**config.mk**
```make
export PLATFORM = sky130hd
export DESIGN_NAME = color_gen_arbiter
export DESIGN_NICKNAME = d
export VERILOG_FILES = /design/src/rtl/color_gen_arbiter.sv
export SDC_FILE = /design/constraint.sdc
export NUM_CORES = 1
export LEC_CHECK = 0
export CAP_MARGIN = 40
export CORE_MARGIN = 2
export CORE_UTILIZATION = 48
export CTS_CLUSTER_DIAMETER = 60
export DETAILED_ROUTE_END_ITERATION = 10
export PLACE_DENSITY = 0.87
export SLEW_MARGIN = 10
export SYNTH_ARGS = -nofsm -noshare
export SYNTH_HDL_FRONTEND = slang
export SYNTH_SLANG_ARGS = --single-unit
export TNS_END_PERCENT = 1
```
**constraint.sdc**
```tcl
create_clock -name clk -period 4.4 [get_ports clk]
set_input_delay 0.66 -clock clk [delete_from_list [all_inputs] [get_ports clk]]
set_output_delay 0.66 -clock clk [all_outputs]
set_load 0.05 [all_outputs]
```
**src/rtl/color_gen_arbiter.sv**
```systemverilog
// Round-robin arbiter that time-shares one color generator among NUM_REQ requesters.
// Each transaction runs one grant cycle, then WAIT (with a timeout), then a one-cycle RESP pulse.
module color_gen_arbiter #(
  parameter int NUM_REQ     = 3,
  parameter int GEN_LATENCY = 3,
  parameter int TIMEOUT     = 16
) (
  input  logic                  clk,
  input  logic                  rst,
  input  logic [NUM_REQ-1:0]    req,
  input  logic [16*NUM_REQ-1:0] req_tone,
  input  logic [8*NUM_REQ-1:0]  req_effect,
  input  logic [16*NUM_REQ-1:0] req_data,
  output logic [15:0]           gen_tone,
  output logic [7:0]            gen_effect,
  output logic [15:0]           gen_data,
  input  logic [15:0]           gen_rgb565,
  input  logic                  gen_valid,
  output logic [1:0]            grant_id,
  output logic [NUM_REQ-1:0]    rsp_valid,
  output logic [15:0]           rsp_rgb,
  output logic                  rsp_err,
  output logic                  busy
);

  typedef enum logic [1:0] {S_IDLE, S_WAIT, S_RESP} state_t;

  state_t      r_state, w_next;
  logic [1:0]  r_ptr, r_gid, w_win, w_idx;
  logic        w_found, w_hit, w_tmo;
  logic [7:0]  r_cnt;
  logic [15:0] r_tone, r_data, r_rgb;
  logic [7:0]  r_effect;
  logic        r_err;
  logic [3:0]  w_req4, w_oh4;
  logic [15:0] w_tone_a [4];
  logic [15:0] w_data_a [4];
  logic [7:0]  w_eff_a  [4];

  // Pad the packed request buses to four lanes so a 2-bit index is always legal.
  assign w_req4 = 4'(req);
  for (genvar i = 0; i < 4; i++) begin : g_lane
    if (i < NUM_REQ) begin : g_on
      assign w_tone_a[i] = req_tone[16*i +: 16];
      assign w_data_a[i] = req_data[16*i +: 16];
      assign w_eff_a[i]  = req_effect[8*i +: 8];
    end else begin : g_off
      assign w_tone_a[i] = '0;
      assign w_data_a[i] = '0;
      assign w_eff_a[i]  = '0;
    end
  end

  always_comb begin
    w_found = 1'b0;
    w_win   = r_ptr;
    w_idx   = r_ptr;
    for (int k = 1; k <= NUM_REQ; k++) begin
      w_idx = 2'((int'(r_ptr) + k) % NUM_REQ);
      if (!w_found && w_req4[w_idx]) begin
        w_found = 1'b1;
        w_win   = w_idx;
      end
    end
  end

  assign w_hit = (r_cnt >= 8'(GEN_LATENCY)) && gen_valid;
  assign w_tmo = (r_cnt == 8'(TIMEOUT));

  always_comb begin
    w_next = r_state;
    case (r_state)
      S_IDLE:  if (w_found) w_next = S_WAIT;
      S_WAIT:  if (w_hit || w_tmo) w_next = S_RESP;
      S_RESP:  w_next = S_IDLE;
      default: w_next = S_IDLE;
    endcase
  end

  always_ff @(posedge clk or posedge rst) begin
    if (rst) r_state <= S_IDLE;
    else     r_state <= w_next;
  end

  // Request fields are sampled only on the grant edge and then held until the next grant.
  always_ff @(posedge clk or posedge rst) begin
    if (rst) begin
      r_tone   <= '0;
      r_effect <= '0;
      r_data   <= '0;
      r_gid    <= '0;
      r_ptr    <= 2'(NUM_REQ - 1);
      r_cnt    <= '0;
      r_rgb    <= '0;
      r_err    <= 1'b0;
    end else begin
      case (r_state)
        S_IDLE: begin
          if (w_found) begin
            r_tone   <= w_tone_a[w_win];
            r_effect <= w_eff_a[w_win];
            r_data   <= w_data_a[w_win];
            r_gid    <= w_win;
            r_ptr    <= w_win;
            r_cnt    <= 8'd1;
          end
        end
        S_WAIT: begin
          if (w_hit) begin
            r_rgb <= gen_rgb565;
            r_err <= 1'b0;
          end else if (w_tmo) begin
            r_rgb <= '0;
            r_err <= 1'b1;
          end else if (r_cnt < 8'(TIMEOUT)) begin
            r_cnt <= r_cnt + 8'd1;
          end
        end
        default: ;
      endcase
    end
  end

  assign w_oh4      = 4'b0001 << r_gid;
  assign gen_tone   = r_tone;
  assign gen_effect = r_effect;
  assign gen_data   = r_data;
  assign grant_id   = r_gid;
  assign rsp_valid  = (r_state == S_RESP) ? w_oh4[NUM_REQ-1:0] : '0;
  assign rsp_rgb    = r_rgb;
  assign rsp_err    = r_err;
  assign busy       = (r_state != S_IDLE);

endmodule

```
==> results.cfg <==
[global_routing]
grt_max_degree = 53
grt_pass1_wl_um = 31000
grt_pass1_vias = 6482
grt_overflow = 0
grt_usage = 0.333
grt_antenna_before_repair = 0

[route]
first_pass_iters = 6
post-route-drc-count = 0
ant_nets = 0
avgViaCountPerCell = 6.73
dr_total_vias = 6441
drtIter0Drc = 659
wirelength_um = 19700
wl_per_cell_um = 20.6

[layout]
final_area_mm2 = 0.00749
area_growth_pct = 44.4
final_nets = 962
layout-drive-gt1-share = 0.0633
diodes = 0
final_cells = 957

[clock_tree]
cts_max_level = 3
cts_max_path_buffers = 2
ctsHoldBuffers = 0
ctsRootBufferMaster = clkbuf_8
insertion_delay_ns = 0.35
ctsResizeCount = 0
cts_setup_buffers = 0
cts_sinks = 70
cts_tree = built
clk_pin_slew_ns = 0.08
cts_made_buffers = 9

[sta]
finClkSkew_ns = 0.0130
drv_slew = 0
setup_viol = 0
grt_setup_unrepaired = false
period_needed_ns = 3.76
tightest_slew_ns = 0.978
fmax_mhz = 266
slew_headroom = 0.348
tns_ns = 0
setup_slack_ns = 0.640
hold_viol = 0
timing.final.crit_share = 0.854

[yosys]
syn_area_mm2 = 0.00519
syn_inst = 663
syn_nets = 809
ys_warn_count = 0
ys_async_sr_fraction = 1.00
yosys.area_share.simple = 0.284
synth_top_family_by_area = compound AO/OA/AOI/OAI gates
synth_xor_area_frac = 0
syn_area_per_cell_um2 = 7.83
synth_edf_count = 0
synthMuxAreaShare = 0.00506
synth_compound_area_frac = 0.285
ys_ff_latch = 70
yosysUniqueCellTypes = 49
synth_fa_ha_area_frac = 0.0135
ys.flop_type = dfrtp_1
seq_area_frac_synth = 0.338

[place]
numPortBuffers = 204
placed_cell_area_mm2 = 0.00729
place_ws_ns = 0.707
dp_cells = 941
dp_hpwl_um = 13000
gp_congestion = 0.829

[power]
peakVddDrop_mv = 0.636
power_density_mw_per_mm2 = 886
leakage_nw = 3.07

[worst_setup_path]
r2r_slack_ns = 0.64
worstSetupPathType = reg -> reg
reg2reg_to = gen_effect[5]
reg2reg_depth = 8
crit_arrival_ns = 3.99
crit_start = r_ptr[0]
crit_path_end_kind = flip-flop
r2r_start = r_ptr[0]
required_ns = 4.63
start_kind = flip-flop
endpoint = gen_effect[5]
path_max_fanout = 51

[min_path]
worstHoldPathCells = 2
hold_class = reg -> reg

[floorplanning]
die_area_mm2 = 0.0117
ioPinCount = 205
rows = 37
coreArea_mm2 = 0.0104
die_x_um = 108
start_util = 0.498
die_h_um = 108

[flow_run]
maxCapViolations = 0

[run_status]
outcome = finished clean
==> state kept, by name, summed over array words and instances, names as in the netlist <==
signal,flops
gen_data,16
gen_effect,8
gen_tone,16
grant_id,1
r_cnt,8
r_ptr,2
r_state,2
rsp_err,1
rsp_rgb,16
==> per-layer routing <==
layer  up-vias  track usage  routed length, um
met3        83       0.0512               2070
met4         0        0.149                743
li1       2857            -                  -
met1      2990        0.412               7270
met2       511        0.576               9620
met5         -            0                  0
==> worst min-delay path by stage <==
stage,from,to,slack (ns)
after floorplan,r_cnt[0],r_cnt[0],0.47
after global placement,gen_tone[5],gen_tone[5],0.46
after detailed placement,gen_tone[10],gen_tone[10],0.48
after CTS,gen_data[3],gen_data[3],0.49
after global routing,gen_tone[10],gen_tone[10],0.52
final,gen_data[3],gen_data[3],0.49
==> report_power, final <==
group	switching [W]	internal [W]	leakage (nW)
logic	0.00322	0.00169	2.11
clock network	0.000285	0.000269	0.0968
registers	0.000209	0.000967	0.864
total	0.00371	0.00292	3.07
==> worst max-delay path, stage by stage, from the launching register on <==
cell and delay, ns:
dfrtp_1 0.47, inv_1 0.14, ha_2 0.84, inv_1 0.14, a222oi_1 0.50, a221oi_1 0.26, or2_2 0.68, nor4_1 0.44
o21ai_0 0.14
==> metrics by stage <==
stage | power, W | utilization | hold WS [ns]
after CTS | 0.00655 | 0.720 | 0.493
after global routing | 0.00701 | 0.720 | 0.517
after detailed placement | 0.00599 | 0.700 | 0.477
after floorplan | 0.00453 | - | 0.467
after global placement | 0.00578 | 0.693 | 0.465
final | 0.00664 | 0.720 | 0.486
==> final cells by class <==
cell class	instances	area (um^2)
clock buffers	9	124
clock inverters	7	80.1
fillers	807	2920
inverters	14	52.6
multi-input cells	500	3090
flip-flops and latches	70	1750
well taps	136	170
repair buffers	221	2220
==> cell usage in the layout, fill, tap and decap left out, drive strengths merged, types with 3 or more instances in the layout <==
master,count
clkdlybuf4s50,203
nand2,87
o21ai,84
and3,80
dfrtp,69
nand3,44
nor4,40
o311ai,39
o221ai,39
a22o,19
buf,18
inv,17
nor2,12
clkbuf,9
a21oi,6
nor3,6
ha,4
nor2b,3
or2,3
==> Yosys cell counts, types with 10 or more instances <==
cell	number	area, um^2
a22o_1	19	166
dfrtp_1	69	1730
o221ai_1	39	342
inv_1	14	52.6
nor2_1	12	45.0
o21ai_1	10	50.1
nor4_1	40	250
nand2_1	87	327
o21ai_0	74	370
nand3_1	44	220
o311ai_0	39	342
and3_1	80	500
clkbuf_1	66	248
==> cell families (layout without fill, tap and decap cells) <==
group	Yosys count	in the layout
AO/OA/AOI/OAI	208	208
AND/OR/NAND/NOR	284	284
flip-flops	70	70
buffers and inverters	93	251
multiplexers	2	2
adder cells (fa/ha/maj)	6	6
Note: power is estimated with default switching activity, not from simulation.
